### config.mk
export PLATFORM = sky130hd
export DESIGN_NAME = ngc_counter_bank_flat
export DESIGN_NICKNAME = d
export VERILOG_FILES = /design/src/rtl/ngc_counter_bank_pkg.sv /design/src/rtl/ngc_counter_bank_if.sv /design/src/rtl/ngc_counter_bank_ch.sv /design/src/rtl/ngc_counter_bank.sv /design/src/flat_wrapper.sv
export SDC_FILE = /design/constraint.sdc
export NUM_CORES = 1
export LEC_CHECK = 0
export CAP_MARGIN = 25
export CORE_MARGIN = 2
export CORE_UTILIZATION = 52
export DETAILED_ROUTE_END_ITERATION = 6
export HOLD_SLACK_MARGIN = 0.12
export PLACE_DENSITY_LB_ADDON = 0.25
export RECOVER_POWER = 100
export SETUP_SLACK_MARGIN = 0.1
export SLEW_MARGIN = 15
export SYNTH_ARGS = -nofsm -noshare
export SYNTH_HDL_FRONTEND = slang
export SYNTH_SLANG_ARGS = --single-unit
### constraint.sdc
create_clock -name clk -period 3.8 [get_ports clk]
set_input_delay 0.38 -clock clk [delete_from_list [all_inputs] [get_ports clk]]
set_output_delay 0.38 -clock clk [all_outputs]
set_load 0.03 [all_outputs]
### src/rtl/ngc_counter_bank_pkg.sv
// Shared types for the counter bank: channel modes and the bounce phase encoding.
package ngc_counter_bank_pkg;

  localparam int MODE_W = 2;

  typedef enum logic [MODE_W-1:0] {
    WRAP     = 2'd0,
    ONE_SHOT = 2'd1,
    BOUNCE   = 2'd2,
    RSVD     = 2'd3
  } mode_e;

  // Bounce direction state: forward steps along dir, reverse steps against it.
  typedef enum logic {
    PH_FWD = 1'b0,
    PH_REV = 1'b1
  } phase_e;

endpackage

### src/rtl/ngc_counter_bank_if.sv
// Configuration/status bundle between the peripheral register block (master)
// and the counter bank (slave).
interface ngc_counter_bank_if #(
  parameter int WIDTH      = 16,
  parameter int CHANNELS   = 4,
  parameter int PRESCALE_W = 8
);
  import ngc_counter_bank_pkg::*;

  // No valid/ready handshake: every input is a level sampled on each posedge
  // clk, and every output is valid whenever read (hit is combinational).
  logic [PRESCALE_W-1:0]              prescale;
  logic [CHANNELS-1:0]                enb;
  logic [CHANNELS-1:0]                dir;
  logic [CHANNELS-1:0][MODE_W-1:0]    mode;
  logic [CHANNELS-1:0]                load;
  logic [CHANNELS-1:0][WIDTH-1:0]     load_value;
  logic [CHANNELS-1:0][WIDTH-1:0]     from_value;
  logic [CHANNELS-1:0][WIDTH-1:0]     to_value;
  logic [CHANNELS-1:0][WIDTH-1:0]     step_value;
  logic [CHANNELS-1:0]                irq_mask;
  logic [CHANNELS-1:0]                status_clr;

  logic [CHANNELS-1:0][WIDTH-1:0]     count;
  logic [CHANNELS-1:0]                hit;
  logic [CHANNELS-1:0]                term_event;
  logic [CHANNELS-1:0]                done;
  logic [CHANNELS-1:0]                status;
  logic [CHANNELS-1:0]                phase;
  logic                               irq;

  modport master (
    output prescale, enb, dir, mode, load, load_value, from_value,
           to_value, step_value, irq_mask, status_clr,
    input  count, hit, term_event, done, status, phase, irq
  );

  modport slave (
    input  prescale, enb, dir, mode, load, load_value, from_value,
           to_value, step_value, irq_mask, status_clr,
    output count, hit, term_event, done, status, phase, irq
  );

endinterface

### src/rtl/ngc_counter_bank_ch.sv
// One counter channel: count, bounce phase, one-shot done, event pulse and
// sticky status. Advances only on cycles where the shared tick is high.
module ngc_counter_bank_ch
  import ngc_counter_bank_pkg::*;
#(
  parameter int WIDTH = 16
) (
  input  logic              clk,
  input  logic              rst_n,
  input  logic              tick,
  input  logic              enb,
  input  logic              dir,
  input  logic [MODE_W-1:0] mode,
  input  logic              load,
  input  logic [WIDTH-1:0]  load_value,
  input  logic [WIDTH-1:0]  from_value,
  input  logic [WIDTH-1:0]  to_value,
  input  logic [WIDTH-1:0]  step_value,
  input  logic              status_clr,
  output logic [WIDTH-1:0]  count,
  output logic              hit,
  output logic              term_event,
  output logic              done,
  output logic              status,
  output logic              phase
);

  logic [WIDTH-1:0] count_q, count_d;
  phase_e           phase_q, phase_d;
  logic             done_q, done_d;
  logic             event_q, event_d;
  logic             status_q, status_d;

  logic [WIDTH-1:0] up_v;
  logic [WIDTH-1:0] dn_v;
  logic [WIDTH-1:0] fwd_v;
  logic [WIDTH-1:0] rev_v;
  logic             at_to;
  logic             at_from;
  logic             step_en;
  mode_e            mode_v;

  assign mode_v  = mode_e'(mode);
  assign at_to   = (count_q == to_value);
  assign at_from = (count_q == from_value);
  assign step_en = enb && tick && !done_q;

  // Modulo arithmetic: overflow and underflow simply wrap.
  assign up_v  = count_q + step_value;
  assign dn_v  = count_q - step_value;
  assign fwd_v = dir ? dn_v : up_v;
  assign rev_v = dir ? up_v : dn_v;

  always_comb begin
    count_d = count_q;
    phase_d = phase_q;
    done_d  = done_q;
    event_d = 1'b0;

    if (load) begin
      count_d = load_value;
      phase_d = PH_FWD;
      done_d  = 1'b0;
    end else if (step_en) begin
      case (mode_v)
        ONE_SHOT: begin
          if (at_to) begin
            done_d  = 1'b1;
            event_d = 1'b1;
          end else begin
            count_d = fwd_v;
          end
        end
        BOUNCE: begin
          if (phase_q == PH_FWD) begin
            if (at_to) begin
              count_d = rev_v;
              phase_d = PH_REV;
              event_d = 1'b1;
            end else begin
              count_d = fwd_v;
            end
          end else begin
            // Reverse leg turns at from_value; a hit on the way still reports.
            if (at_from) begin
              count_d = fwd_v;
              phase_d = PH_FWD;
              event_d = 1'b1;
            end else begin
              count_d = rev_v;
              event_d = at_to;
            end
          end
        end
        default: begin
          if (at_to) begin
            count_d = from_value;
            event_d = 1'b1;
          end else begin
            count_d = fwd_v;
          end
        end
      endcase
    end

    // A new event beats a clear arriving in the same cycle.
    status_d = event_d | (status_q & ~status_clr);
  end

  always_ff @(posedge clk) begin
    if (!rst_n) begin
      count_q  <= from_value;
      phase_q  <= PH_FWD;
      done_q   <= 1'b0;
      event_q  <= 1'b0;
      status_q <= 1'b0;
    end else begin
      count_q  <= count_d;
      phase_q  <= phase_d;
      done_q   <= done_d;
      event_q  <= event_d;
      status_q <= status_d;
    end
  end

  assign count      = count_q;
  assign hit        = at_to;
  assign term_event = event_q;
  assign done       = done_q;
  assign status     = status_q;
  assign phase      = phase_q;

endmodule

### src/rtl/ngc_counter_bank.sv
// Counter bank top: shared prescaler, per-channel counters and the registered
// masked interrupt reduction.
module ngc_counter_bank
  import ngc_counter_bank_pkg::*;
#(
  parameter int WIDTH      = 16,
  parameter int CHANNELS   = 4,
  parameter int PRESCALE_W = 8
) (
  input  logic              clk,
  input  logic              rst_n,
  ngc_counter_bank_if.slave bus
);

  logic [PRESCALE_W-1:0]          psc_cnt;
  logic                           tick;
  logic                           irq_q;

  logic [CHANNELS-1:0][WIDTH-1:0] count_w;
  logic [CHANNELS-1:0]            hit_w;
  logic [CHANNELS-1:0]            event_w;
  logic [CHANNELS-1:0]            done_w;
  logic [CHANNELS-1:0]            status_w;
  logic [CHANNELS-1:0]            phase_w;

  // >= rather than == so lowering prescale mid-run never skips a tick window.
  assign tick = (psc_cnt >= bus.prescale);

  always_ff @(posedge clk) begin
    if (!rst_n) begin
      psc_cnt <= '0;
    end else if (tick) begin
      psc_cnt <= '0;
    end else begin
      psc_cnt <= psc_cnt + 1'b1;
    end
  end

  for (genvar i = 0; i < CHANNELS; i++) begin : g_ch
    ngc_counter_bank_ch #(
      .WIDTH (WIDTH)
    ) u_ch (
      .clk        (clk),
      .rst_n      (rst_n),
      .tick       (tick),
      .enb        (bus.enb[i]),
      .dir        (bus.dir[i]),
      .mode       (bus.mode[i]),
      .load       (bus.load[i]),
      .load_value (bus.load_value[i]),
      .from_value (bus.from_value[i]),
      .to_value   (bus.to_value[i]),
      .step_value (bus.step_value[i]),
      .status_clr (bus.status_clr[i]),
      .count      (count_w[i]),
      .hit        (hit_w[i]),
      .term_event (event_w[i]),
      .done       (done_w[i]),
      .status     (status_w[i]),
      .phase      (phase_w[i])
    );
  end

  always_ff @(posedge clk) begin
    if (!rst_n) begin
      irq_q <= 1'b0;
    end else begin
      irq_q <= |(status_w & bus.irq_mask);
    end
  end

  assign bus.count      = count_w;
  assign bus.hit        = hit_w;
  assign bus.term_event = event_w;
  assign bus.done       = done_w;
  assign bus.status     = status_w;
  assign bus.phase      = phase_w;
  assign bus.irq        = irq_q;

endmodule

### src/flat_wrapper.sv
// flat-port wrapper written by rule: the top's interface ports become plain ports
module ngc_counter_bank_flat import ngc_counter_bank_pkg::*;
#(
  parameter int WIDTH      = 16,
  parameter int CHANNELS   = 4,
  parameter int PRESCALE_W = 8
)
  (clk, rst_n, bus_prescale, bus_enb, bus_dir, bus_mode, bus_load, bus_load_value, bus_from_value, bus_to_value, bus_step_value, bus_irq_mask, bus_status_clr, bus_count, bus_hit, bus_term_event, bus_done, bus_status, bus_phase, bus_irq);
  ngc_counter_bank_if #(.WIDTH(WIDTH), .CHANNELS(CHANNELS), .PRESCALE_W(PRESCALE_W)) bus_i ();
  input  logic clk;
  input  logic rst_n;
  input wire logic [$bits(bus_i.prescale)-1:0] bus_prescale;
  input wire logic [$bits(bus_i.enb)-1:0] bus_enb;
  input wire logic [$bits(bus_i.dir)-1:0] bus_dir;
  input wire logic [$bits(bus_i.mode)-1:0] bus_mode;
  input wire logic [$bits(bus_i.load)-1:0] bus_load;
  input wire logic [$bits(bus_i.load_value)-1:0] bus_load_value;
  input wire logic [$bits(bus_i.from_value)-1:0] bus_from_value;
  input wire logic [$bits(bus_i.to_value)-1:0] bus_to_value;
  input wire logic [$bits(bus_i.step_value)-1:0] bus_step_value;
  input wire logic [$bits(bus_i.irq_mask)-1:0] bus_irq_mask;
  input wire logic [$bits(bus_i.status_clr)-1:0] bus_status_clr;
  output wire logic [$bits(bus_i.count)-1:0] bus_count;
  output wire logic [$bits(bus_i.hit)-1:0] bus_hit;
  output wire logic [$bits(bus_i.term_event)-1:0] bus_term_event;
  output wire logic [$bits(bus_i.done)-1:0] bus_done;
  output wire logic [$bits(bus_i.status)-1:0] bus_status;
  output wire logic [$bits(bus_i.phase)-1:0] bus_phase;
  output wire logic [$bits(bus_i.irq)-1:0] bus_irq;
  assign bus_i.prescale = bus_prescale;
  assign bus_i.enb = bus_enb;
  assign bus_i.dir = bus_dir;
  assign bus_i.mode = bus_mode;
  assign bus_i.load = bus_load;
  assign bus_i.load_value = bus_load_value;
  assign bus_i.from_value = bus_from_value;
  assign bus_i.to_value = bus_to_value;
  assign bus_i.step_value = bus_step_value;
  assign bus_i.irq_mask = bus_irq_mask;
  assign bus_i.status_clr = bus_status_clr;
  assign bus_count = bus_i.count;
  assign bus_hit = bus_i.hit;
  assign bus_term_event = bus_i.term_event;
  assign bus_done = bus_i.done;
  assign bus_status = bus_i.status;
  assign bus_phase = bus_i.phase;
  assign bus_irq = bus_i.irq;
  ngc_counter_bank #(.WIDTH(WIDTH), .CHANNELS(CHANNELS), .PRESCALE_W(PRESCALE_W)) u_core (.clk(clk), .rst_n(rst_n), .bus(bus_i));
endmodule
==> key figures <==
Logic synthesis
  – Post-synth EDFFs: 64
  – Cells after synthesis: 2066
  – Syn avg cell area: 7.65 sq um
  – Primary FF master, synth: edfxtp_1
  – Synth Cell Area: 15800 sq um
  – Synth Warn #: 0
  – Seq/Total Area, Yosys: 0.153
  – Count of state elements after synthesis: 89
  – Netlist cell types: 88
  – Syn Nets: 2509
  – Async SR Flop Fraction: 0

STA
  – Crit path time final: 3.61 ns
  – Final setup margin: 0.193 ns
  – Hold violation total from the final report: 0
  – Tightest Pin Transition: 1.58 ns
  – Slew Limit Fails: 38
  – Setup violators final: 0
  – Highest clock rate: 277 MHz
  – RSZ-0062 raised after global routing: false
  – Rel. slew slack: -0.0544
  – TNS Setup: 0 ns
  – Fin crit share: 0.949
  – Worst Skew: 0.0118 ns

Clock tree
  – CTS max path bufs: 2
  – CTS tree: done
  – Post-CTS sizing: 0
  – Number of hold buffers added after CTS: 0
  – TritonCTS Sinks: 89
  – H-tree depth: 3
  – Post-CTS Setup Inserts: 0
  – Worst skew pair latency: 0.38 ns
  – Clk slew on worst S/H paths: 0.09 ns
  – Num CTS Buffers: 9
  – Clk root buf: clkbuf_16

Floorplan
  – Die footprint: 31800 sq um
  – Die height: 178 um
  – Rows: 63
  – Ports: 379
  – Initial core utilization: 0.531
  – Die Wd: 178 um
  – Core Area: 29800 sq um

Critical path
  – Origin of the critical flop-to-flop path: u_core.g_ch[2].u_ch.count[14]
  – Worst Path Required: 3.42 ns
  – Worst setup SP type: register
  – Crit path kind: reg -> out
  – Critical path endpoint category: output port
  – Arrival @ worst endpoint: 3.23 ns
  – Max Fanout on Critical Path: 14
  – Critical Path Start: u_core.g_ch[0].u_ch.count[4]

Global routing
  – Number of global-route vias before repair: 17300
  – Pin count of the biggest net entering global routing: 38
  – Congestion Overflow GR: 0
  – Overall routing resource usage: 0.388
  – First-pass GRT wire length: 96300 um
  – Initial antenna violation count: 8

Finish
  – Area growth syn-to-layout: 29.7%
  – Fraction of layout cells with a size suffix above 1: 0.0637
  – Final #Nets: 2871

Detailed routing
  – Initial drt markers: 2192
  – # DRC: 0
  – Vias per inst: 6.46
  – First-pass iteration count of the detailed router: 6
  – DR vias: 18300
  – Detail Route Antenna Nets: 0
  – DR WL/cell: 22.6 um
  – WL final: 64000 um

Power and ir drop
  – Max VDD drop: 234 uV
  – Total power: 6670 uW
  – P per Cell Area: 325 nW/um^2
  – Static Leak: 0.00845 uW

Status
  – Outcome: finished, violations left
  – Failing checks: capacitance limit, slew limit

Placement
  – Dpl ws: 0.0180 ns
  – Port-buffer cells: 378
  – Gp weighted congestion: 1.00
  – Post-DP HPWL: 50900 um

Min path
  – Hold Path Class: in -> reg
  – Hold Path Origin: rst_n

Run
  – Max_cap viols: 1
==> metrics by stage <==
| step | instance area [sq um] | cells | hold slack (ns) | utilization |
|---|---|---|---|---|
| after CTS | 20600 | 2823 | 0.478 | 0.690 |
| after global placement | 20200 | 2807 | 0.485 | 0.680 |
| after floorplan | 15800 | 2066 | 0.448 | - |
| after detailed placement | 20200 | 2807 | 0.495 | 0.680 |
| after global routing | 20500 | 2829 | 0.510 | 0.688 |
| final | 20500 | 2831 | 0.487 | 0.688 |
==> power breakdown <==
| part | switching [uW] | total (uW) | internal, uW |
|---|---|---|---|
| clock | 500 | 998 | 499 |
| sequential | 240 | 1420 | 1180 |
| combinational | 2420 | 4250 | 1830 |
==> layer usage <==
metal | vias to the layer above | GRT usage | wire length (um)
met2 | 1230 | 0.600 | 27900
met3 | 229 | 0.0850 | 7420
li1 | 8375 | - | -
met5 | - | 0 | 0
met4 | 0 | 0.209 | 3540
met1 | 8448 | 0.504 | 25200
==> cells in the mapped netlist (all sizes together), types with 9 or more instances <==
cell,n,area (sq um)
inv,164,616
xnor2,152,1330
ha,141,1760
nand2,141,529
nor2,141,529
a21oi,137,686
o21ai,111,556
clkbuf,76,285
xor2,68,596
edfxtp,64,1920
nor3,57,285
mux2i,53,531
nand3,50,250
buf,42,246
nand2b,38,238
a221oi,37,354
a31oi,36,231
a21o,34,255
a221o,31,310
a22oi,30,240
o211ai,30,225
o221ai,28,251
nand4,26,178
o31ai,26,200
dfxtp,25,500
o22ai,24,150
nor2b,23,144
nor4,22,216
and3,20,125
o21bai,20,150
a211oi,18,140
and2,17,106
or2,13,81.3
o21a,10,75.1
mux2,9,101
nand3b,9,67.6
==> cell families (layout without fill, tap and decap cells) <==
group	count (synthesis)	count (layout)	share of synthesized area
adders and majority gates	149	149	0.122
muxes	62	62	0.0400
AOI/OAI and AO/OA	675	675	0.302
DFF	89	89	0.153
xor gates and xnor gates	220	220	0.122
and+or+nand+nor	585	585	0.188
buffers and inverters	286	653	0.0735
other	0	8	0
==> cell usage in the layout (no fill, tap or decap), types with 57 or more instances in the layout <==
cell type / instances
edfxtp_1: 64
o21ai_0: 106
nor2_1: 141
inv_1: 161
nand2_1: 141
xor2_1: 68
buf_4: 80
a21oi_1: 137
dlygate4sd3_1: 85
nor3_1: 57
ha_1: 141
clkdlybuf4s50_1: 292
xnor2_1: 152
==> worst paths after layout <==
path	to	slack [ns]	cells past startpoint
worst max-delay path	bus_hit[0]	0.19	6
worst min-delay path	u_core.g_ch[0].u_ch.status	0.49	3
worst max register to register	u_core.g_ch[2].u_ch.count[13]	0.20	10
worst min register to register	u_core.g_ch[0].u_ch.status	0.52	2
==> cell type report <==
type | count | area [sq um]
fillers | 2544 | 9290
repair buffers | 469 | 4430
inverters | 168 | 631
multi-input cells | 1691 | 12200
clock inverters | 6 | 56.3
well taps | 390 | 488
clock buffers | 10 | 250
diodes | 8 | 20.0
flip-flops and latches | 89 | 2420
==> critical path: stages (launching register included) <==
cell and delay [ns]:
edfxtp_1 0.54, xor2_1 0.22, nor4_1 0.61, nand4_4 0.30
inv_2 0.17, buf_4 0.23, dlygate4sd3_1 0.76
==> flip-flops by register name, summed over array words and instances, names as in the netlist <==
| signal | count |
|---|---|
| u_core.g_ch.u_ch.term_event | 4 |
| u_core.bus.irq | 1 |
| u_core.psc_cnt | 8 |
| u_core.g_ch.u_ch.phase | 4 |
| u_core.g_ch.u_ch.status | 4 |
| u_core.g_ch.u_ch.done | 4 |
| u_core.g_ch.u_ch.count | 64 |
Power figures use the tool's default switching activity.
